[config.mk]
export PLATFORM = sky130hd
export DESIGN_NAME = xillybus_seekmem_flat
export DESIGN_NICKNAME = d
export VERILOG_FILES = /design/src/rtl/xillybus_seekmem_if.sv /design/src/rtl/xillybus_seekmem.sv /design/src/flat_wrapper.sv
export SDC_FILE = /design/constraint.sdc
export NUM_CORES = 1
export LEC_CHECK = 0
export ABC_AREA = 0
export CAP_MARGIN = 20
export CORE_AREA = 10 10 157 159
export CTS_CLUSTER_DIAMETER = 150
export DETAILED_ROUTE_END_ITERATION = 8
export DIE_AREA = 0 0 167 169
export MAX_ROUTING_LAYER = met4
export PLACE_DENSITY_LB_ADDON = 0.05
export SETUP_SLACK_MARGIN = 0.1
export SLEW_MARGIN = 10
export SYNTH_ARGS = -nofsm -noshare
export SYNTH_HDL_FRONTEND = slang
export SYNTH_SLANG_ARGS = --single-unit
[constraint.sdc]
create_clock -name bus_clk -period 1.9 [get_ports bus_clk]
set_clock_uncertainty 0.1 [all_clocks]
set_input_delay 0.285 -clock bus_clk [delete_from_list [all_inputs] [get_ports bus_clk]]
set_output_delay 0.285 -clock bus_clk [all_outputs]
set_load 0.1 [all_outputs]
[src/rtl/xillybus_seekmem_if.sv]
// xillybus_seekmem_if: user_r/user_w/user_mem signals of one seekable Xillybus stream pair.
// master = Xillybus core side, slave = memory side.
interface xillybus_seekmem_if #(
   parameter int DATA_W = 8,
   parameter int ADDR_W = 5
);
   logic              user_r_rden;
   logic [DATA_W-1:0] user_r_data;
   logic              user_r_empty;
   logic              user_r_eof;
   logic              user_w_wren;
   logic [DATA_W-1:0] user_w_data;
   logic              user_w_full;
   logic [ADDR_W-1:0] user_mem_addr;
   logic              user_mem_addr_update;

   modport master (
      output user_r_rden, user_w_wren, user_w_data, user_mem_addr, user_mem_addr_update,
      input  user_r_data, user_r_empty, user_r_eof, user_w_full
   );

   modport slave (
      input  user_r_rden, user_w_wren, user_w_data, user_mem_addr, user_mem_addr_update,
      output user_r_data, user_r_empty, user_r_eof, user_w_full
   );
endinterface

[src/rtl/xillybus_seekmem.sv]
// xillybus_seekmem: seekable stream memory with clear sequencer and independent read/write pointers.
// Define XILLY_SEEKMEM_EOF_EN to stop pointers at the last word (EOF / full) instead of wrapping.
module xillybus_seekmem #(
   parameter int DATA_W = 8,
   parameter int ADDR_W = 5,
   parameter int DEPTH  = 32
) (
   input  logic                bus_clk,
   input  logic                bus_rst,
   xillybus_seekmem_if.slave   m,
   input  logic                clear_req,
   output logic                busy
);
   if (DEPTH < 2 || DEPTH > 2**ADDR_W) begin : g_bad_depth
      $error("xillybus_seekmem: DEPTH must be in 2..2**ADDR_W");
   end

`ifdef XILLY_SEEKMEM_EOF_EN
   localparam bit EOF_EN = 1'b1;
`else
   localparam bit EOF_EN = 1'b0;
`endif

   localparam logic [ADDR_W-1:0] LAST = ADDR_W'(DEPTH - 1);

   typedef enum logic {CLEAR, RUN} state_t;

   state_t            state_q, state_d;
   logic [DATA_W-1:0] mem [DEPTH];
   logic [ADDR_W-1:0] clr_ptr_q, clr_ptr_d;
   logic [ADDR_W-1:0] rd_ptr_q, rd_ptr_d;
   logic [ADDR_W-1:0] wr_ptr_q, wr_ptr_d;
   logic [ADDR_W-1:0] seek;
   logic [DATA_W-1:0] r_data_q, r_data_d;
   logic              eof_q, eof_d, wend_q, wend_d;
   logic              run, rd_acc, wr_acc, enter_clear, flush;
   logic              rd_last, wr_last;

   always_comb begin
      run         = state_q == RUN;
      rd_acc      = run & m.user_r_rden & ~eof_q;
      wr_acc      = run & m.user_w_wren & ~wend_q;
      rd_last     = rd_ptr_q == LAST;
      wr_last     = wr_ptr_q == LAST;
      enter_clear = run & clear_req;
      flush       = m.user_mem_addr_update | enter_clear;
      seek        = ({1'b0, m.user_mem_addr} < (ADDR_W+1)'(DEPTH)) ? m.user_mem_addr : '0;
      state_d     = (!run && clr_ptr_q == LAST) ? RUN : enter_clear ? CLEAR : state_q;
      clr_ptr_d   = (run || clr_ptr_q == LAST) ? '0 : clr_ptr_q + 1'b1;
      // A seek wins over a same-cycle increment; the access itself still used the old pointer.
      rd_ptr_d    = m.user_mem_addr_update ? seek :
                    (rd_acc && !(EOF_EN && rd_last)) ? (rd_last ? '0 : rd_ptr_q + 1'b1) : rd_ptr_q;
      wr_ptr_d    = m.user_mem_addr_update ? seek :
                    (wr_acc && !(EOF_EN && wr_last)) ? (wr_last ? '0 : wr_ptr_q + 1'b1) : wr_ptr_q;
      eof_d       = flush ? 1'b0 : eof_q  | (EOF_EN & rd_acc & rd_last);
      wend_d      = flush ? 1'b0 : wend_q | (EOF_EN & wr_acc & wr_last);
      r_data_d    = rd_acc ? mem[rd_ptr_q] : r_data_q;
   end

   always_ff @(posedge bus_clk) begin
      if (bus_rst) begin
         state_q   <= CLEAR;
         clr_ptr_q <= '0;
         rd_ptr_q  <= '0;
         wr_ptr_q  <= '0;
         r_data_q  <= '0;
         eof_q     <= 1'b0;
         wend_q    <= 1'b0;
      end else begin
         state_q   <= state_d;
         clr_ptr_q <= clr_ptr_d;
         rd_ptr_q  <= rd_ptr_d;
         wr_ptr_q  <= wr_ptr_d;
         r_data_q  <= r_data_d;
         eof_q     <= eof_d;
         wend_q    <= wend_d;
      end
   end

   // Single write port shared by the clear sequencer and the stream writer.
   always_ff @(posedge bus_clk) begin
      if (!bus_rst && !run)
         mem[clr_ptr_q] <= '0;
      else if (!bus_rst && wr_acc)
         mem[wr_ptr_q] <= m.user_w_data;
   end

   assign busy           = ~run;
   assign m.user_r_data  = r_data_q;
   assign m.user_r_empty = ~run | eof_q;
   assign m.user_w_full  = ~run | wend_q;
   assign m.user_r_eof   = eof_q;
endmodule

[src/flat_wrapper.sv]
// flat-port wrapper written by rule: the top's interface ports become plain ports
module xillybus_seekmem_flat 
#(
   parameter int DATA_W = 8,
   parameter int ADDR_W = 5,
   parameter int DEPTH  = 32
)
  (bus_clk, bus_rst, clear_req, busy, m_user_r_rden, m_user_w_wren, m_user_w_data, m_user_mem_addr, m_user_mem_addr_update, m_user_r_data, m_user_r_empty, m_user_r_eof, m_user_w_full);
  xillybus_seekmem_if #(.DATA_W(DATA_W), .ADDR_W(ADDR_W)) m_i ();
  input  logic bus_clk;
  input  logic bus_rst;
  input  logic clear_req;
  output logic busy;
  input wire logic [$bits(m_i.user_r_rden)-1:0] m_user_r_rden;
  input wire logic [$bits(m_i.user_w_wren)-1:0] m_user_w_wren;
  input wire logic [$bits(m_i.user_w_data)-1:0] m_user_w_data;
  input wire logic [$bits(m_i.user_mem_addr)-1:0] m_user_mem_addr;
  input wire logic [$bits(m_i.user_mem_addr_update)-1:0] m_user_mem_addr_update;
  output wire logic [$bits(m_i.user_r_data)-1:0] m_user_r_data;
  output wire logic [$bits(m_i.user_r_empty)-1:0] m_user_r_empty;
  output wire logic [$bits(m_i.user_r_eof)-1:0] m_user_r_eof;
  output wire logic [$bits(m_i.user_w_full)-1:0] m_user_w_full;
  assign m_i.user_r_rden = m_user_r_rden;
  assign m_i.user_w_wren = m_user_w_wren;
  assign m_i.user_w_data = m_user_w_data;
  assign m_i.user_mem_addr = m_user_mem_addr;
  assign m_i.user_mem_addr_update = m_user_mem_addr_update;
  assign m_user_r_data = m_i.user_r_data;
  assign m_user_r_empty = m_i.user_r_empty;
  assign m_user_r_eof = m_i.user_r_eof;
  assign m_user_w_full = m_i.user_w_full;
  xillybus_seekmem #(.DATA_W(DATA_W), .ADDR_W(ADDR_W), .DEPTH(DEPTH)) u_core (.bus_clk(bus_clk), .bus_rst(bus_rst), .m(m_i), .clear_req(clear_req), .busy(busy));
endmodule
==> summary.txt <==
Clock tree
  – H-tree depth: 1
  – CTS Sinks: 280
  – CTS tree: yes
  – Clk_lat worst skew: 0.54 ns
  – Clock-pin transition on the worst setup and hold timing paths: 0.06 ns
  – Clock root cell: clkbuf_16
  – Clock tree buffer depth: 3
  – CTS buffer count: 27

Timing
  – Fmax: 0.495 GHz
  – Setup WS post-layout: -0.120 ns
  – Final Hold Viols: 0
  – Unrepaired setup endpoints after global routing: true
  – Final period util: 106%
  – Final setup fails: 214
  – Tmin final: 2.02 ns
  – Slew Viols, Final: 0

Place
  – I/O Buffers: 29
  – Post-DP HPWL: 17600 um
  – GPL Wtd Cong: 0.866

Die
  – Die width: 167 um
  – Die height: 169 um
  – Placeable core area: 0.0216 mm^2
  – Initial Util: 53.9%
  – # IOs: 31
  – Row cnt: 54
  – Die Footprint: 0.0282 mm^2

Worst setup path
  – Critical path fanouts, max: 13
  – Reg-to-reg startpoint: u_core.rd_ptr_q[0]
  – RR Endpoint: u_core.m.user_r_data[4]
  – Largest delay contributor family on the critical path: compound AO/OA/AOI/OAI gates
  – WP data arrival: 2.33 ns
  – Slowest cell on crit path: a222oi_1
  – R2R Setup Slk: -0.12 ns
  – Crit path kind: reg -> reg
  – R2R depth: 6
  – CP Cell Sequence: buf_12, mux2_4, a222oi_1, buf_4, a211o_2, o32ai_2
  – Startpoint Class: flip-flop
  – Crit path depth: 6
  – Crit end category: flip-flop
  – Largest stage delay on the critical path: 0.47 ns
  – Buffers & Inverters on Critical Path: 2
  – Worst Path Required: 2.21 ns

Min path
  – Hold depth: 2
  – Worst hold endpoint: u_core.run
  – Min-delay worst type: in -> reg
  – Hold Path Origin: clear_req

Outcome
  – Status: complete, but fails checks
  – Violated checks: negative setup slack

GRT
  – Largest net degree at the start of global routing: 33
  – First-pass GRT wire length: 40200 um
  – GRT Overall Usage: 19.0%
  – Number of global-route vias before repair: 6662
  – GRT overflow: 0
  – Initial antenna violation count: 0

Logic synthesis
  – Area fraction of the dominant cell type after synthesis: 66.1%
  – Netlist Area Pre-Place: 0.0116 mm^2
  – Sequential area share after synthesis: 70.3%
  – Top post-synthesis cells by area: edfxtp_1 66%, mux2i_1 6.6%, dfxtp_1 4.1%
  – Synth Area in Compound Gates: 7.40%
  – Syn. warnings: 0
  – Unique masters post-synth: 48
  – Largest family of logic cells by synthesized area: multiplexers
  – Flops & latches, synth: 280
  – Post-Synth Simple-Gate Area: 5.45%
  – Mux contribution to synthesized area: 13.4%
  – Area leader, netlist: edfxtp_1
  – Most frequent cells after synthesis: 256 x edfxtp_1, 77 x mux2i_1, 45 x nor2_1
  – EDFF count, synth: 256
  – Fraction of registers with async set/reset: 0%
  – Post-Synth XOR/XNOR Area: 0.151%
  – Post-Syn Instances: 710
  – Top-count cell post-synth: edfxtp_1
  – Adder-Cell Fraction of Synth Area: 0.646%
  – Dominant synthesized flop cell: edfxtp_1
  – Syn_nets: 735
  – Post-synthesis area per instance: 16.4 um^2

Layout
  – Area growth syn-to-layout: 27.3%
  – Final Util: 68.7%
  – Antenna diodes: 0
  – Sequential cell area: 0.00818 mm^2
  – Area of the multi-input gates: 0.00369 mm^2
  – Layout cells sized above 1: 34.2%
  – # nets final: 854
  – Fillers: 1392

Power and ir drop
  – Total power: 12.8 mW
  – Pwr dens: 863 mW/mm^2
  – Peak VDD IR: 663 uV
  – Leak pwr: 4.56 nW

Route
  – Via Count: 6572
  – First-pass iteration count of the detailed router: 5
  – Detailed Route Iter0 Violations: 534
  – Number of remaining DRC errors: 0
  – Vias per inst: 5.82
  – Routed wire length: 27000 um
  – WL/cell: 23.9 um
  – ANT nets after route: 0

Job
  – Max cap viols: 0
[report_power, final]
group	leakage [nW]	total, mW	switching [mW]	internal (mW)
Sequential	2.24	6.74	0.0546	6.68
Combinational	1.91	0.880	0.469	0.412
Clock	0.412	5.15	2.15	3.00
Total	4.56	12.8	2.68	10.1
[registers in the layout, indices dropped and copies added, names as in the netlist]
name / cells
u_core.clr_ptr_q: 5
u_core.m.user_r_data: 8
u_core.mem: 256
u_core.rd_ptr_q: 5
u_core.run: 1
u_core.wr_ptr_q: 5
[area by class of cell]
| type | instances | area share [%] |
|---|---|---|
| flip-flops and latches | 280 | 55.3 |
| clock buffers | 32 | 4.69 |
| inverters | 5 | 0.152 |
| well taps | 280 | 2.37 |
| repair buffers | 132 | 11.6 |
| clock inverters | 17 | 1.06 |
| multi-input cells | 383 | 24.9 |
[cell usage in the layout (no fill, tap or decap), types with 19 or more instances in the layout]
master and instances:
mux2i_1 67, buf_6 31, a21oi_1 25, nor2_4 32, mux2_2 25, dfxtp_1 19, buf_12 40, edfxtp_1 256
clkbuf_16 28, and2_1 20, buf_4 40
[through the flow]
stage          cell area (um^2)  TNS (ns)  hold WS (ns)  cells  worst slack [ns]
6_report                  14800     -6.27         0.247   1129            -0.120
5_1_grt                   14800    -16.54         0.255   1129            -0.139
4_1_cts                   14500    -0.472         0.237   1124           -0.0816
3_5_place_dp              13100   -191.85         0.392   1068            -0.524
3_3_place_gp              13100   -170.41         0.359   1068            -0.498
2_1_floorplan             11700     -8.21         0.285    710           -0.0515
[worst max-delay path by stage]
stage,start,to,slack [ns]
after detailed placement,bus_rst,u_core.mem[3][3],-0.52
after global routing,u_core.run,u_core.mem[10][3],-0.14
after floorplan,u_core.run,u_core.mem[10][0],-0.05
after global placement,bus_rst,u_core.mem[3][6],-0.50
after CTS,u_core.rd_ptr_q[0],u_core.m.user_r_data[5],-0.08
final,u_core.rd_ptr_q[0],u_core.m.user_r_data[4],-0.12
[repair_timing]
item / CTS / global route
pin swaps: 30 / 28
buffers inserted: 6 / 4
setup endpoints to repair: 505 / 272
hold buffers: 0 / 0
hold endpoints to repair: 0 / 0
cloned: 1 / 1
gates resized for setup: 92 / 55
[cells by family (layout without fill, tap and decap cells)]
group	Yosys count	after routing
AND/OR/NAND/NOR	130	130
flip-flops	280	280
AO/OA/AOI/OAI	116	116
other	1	1
XOR/XNOR	2	2
buffers and inverters	47	186
adder cells (fa/ha/maj)	6	6
multiplexers	128	128
[routing by layer]
layer	global-route usage, %	up-vias	wire length [um]
li1	-	3041	-
met1	23.4	3290	11100
met2	32.1	196	13900
met3	2.92	45	1520
met4	5.23	0	493
met5	-	-	0
No activity file was read; power rests on OpenSTA's default activity.
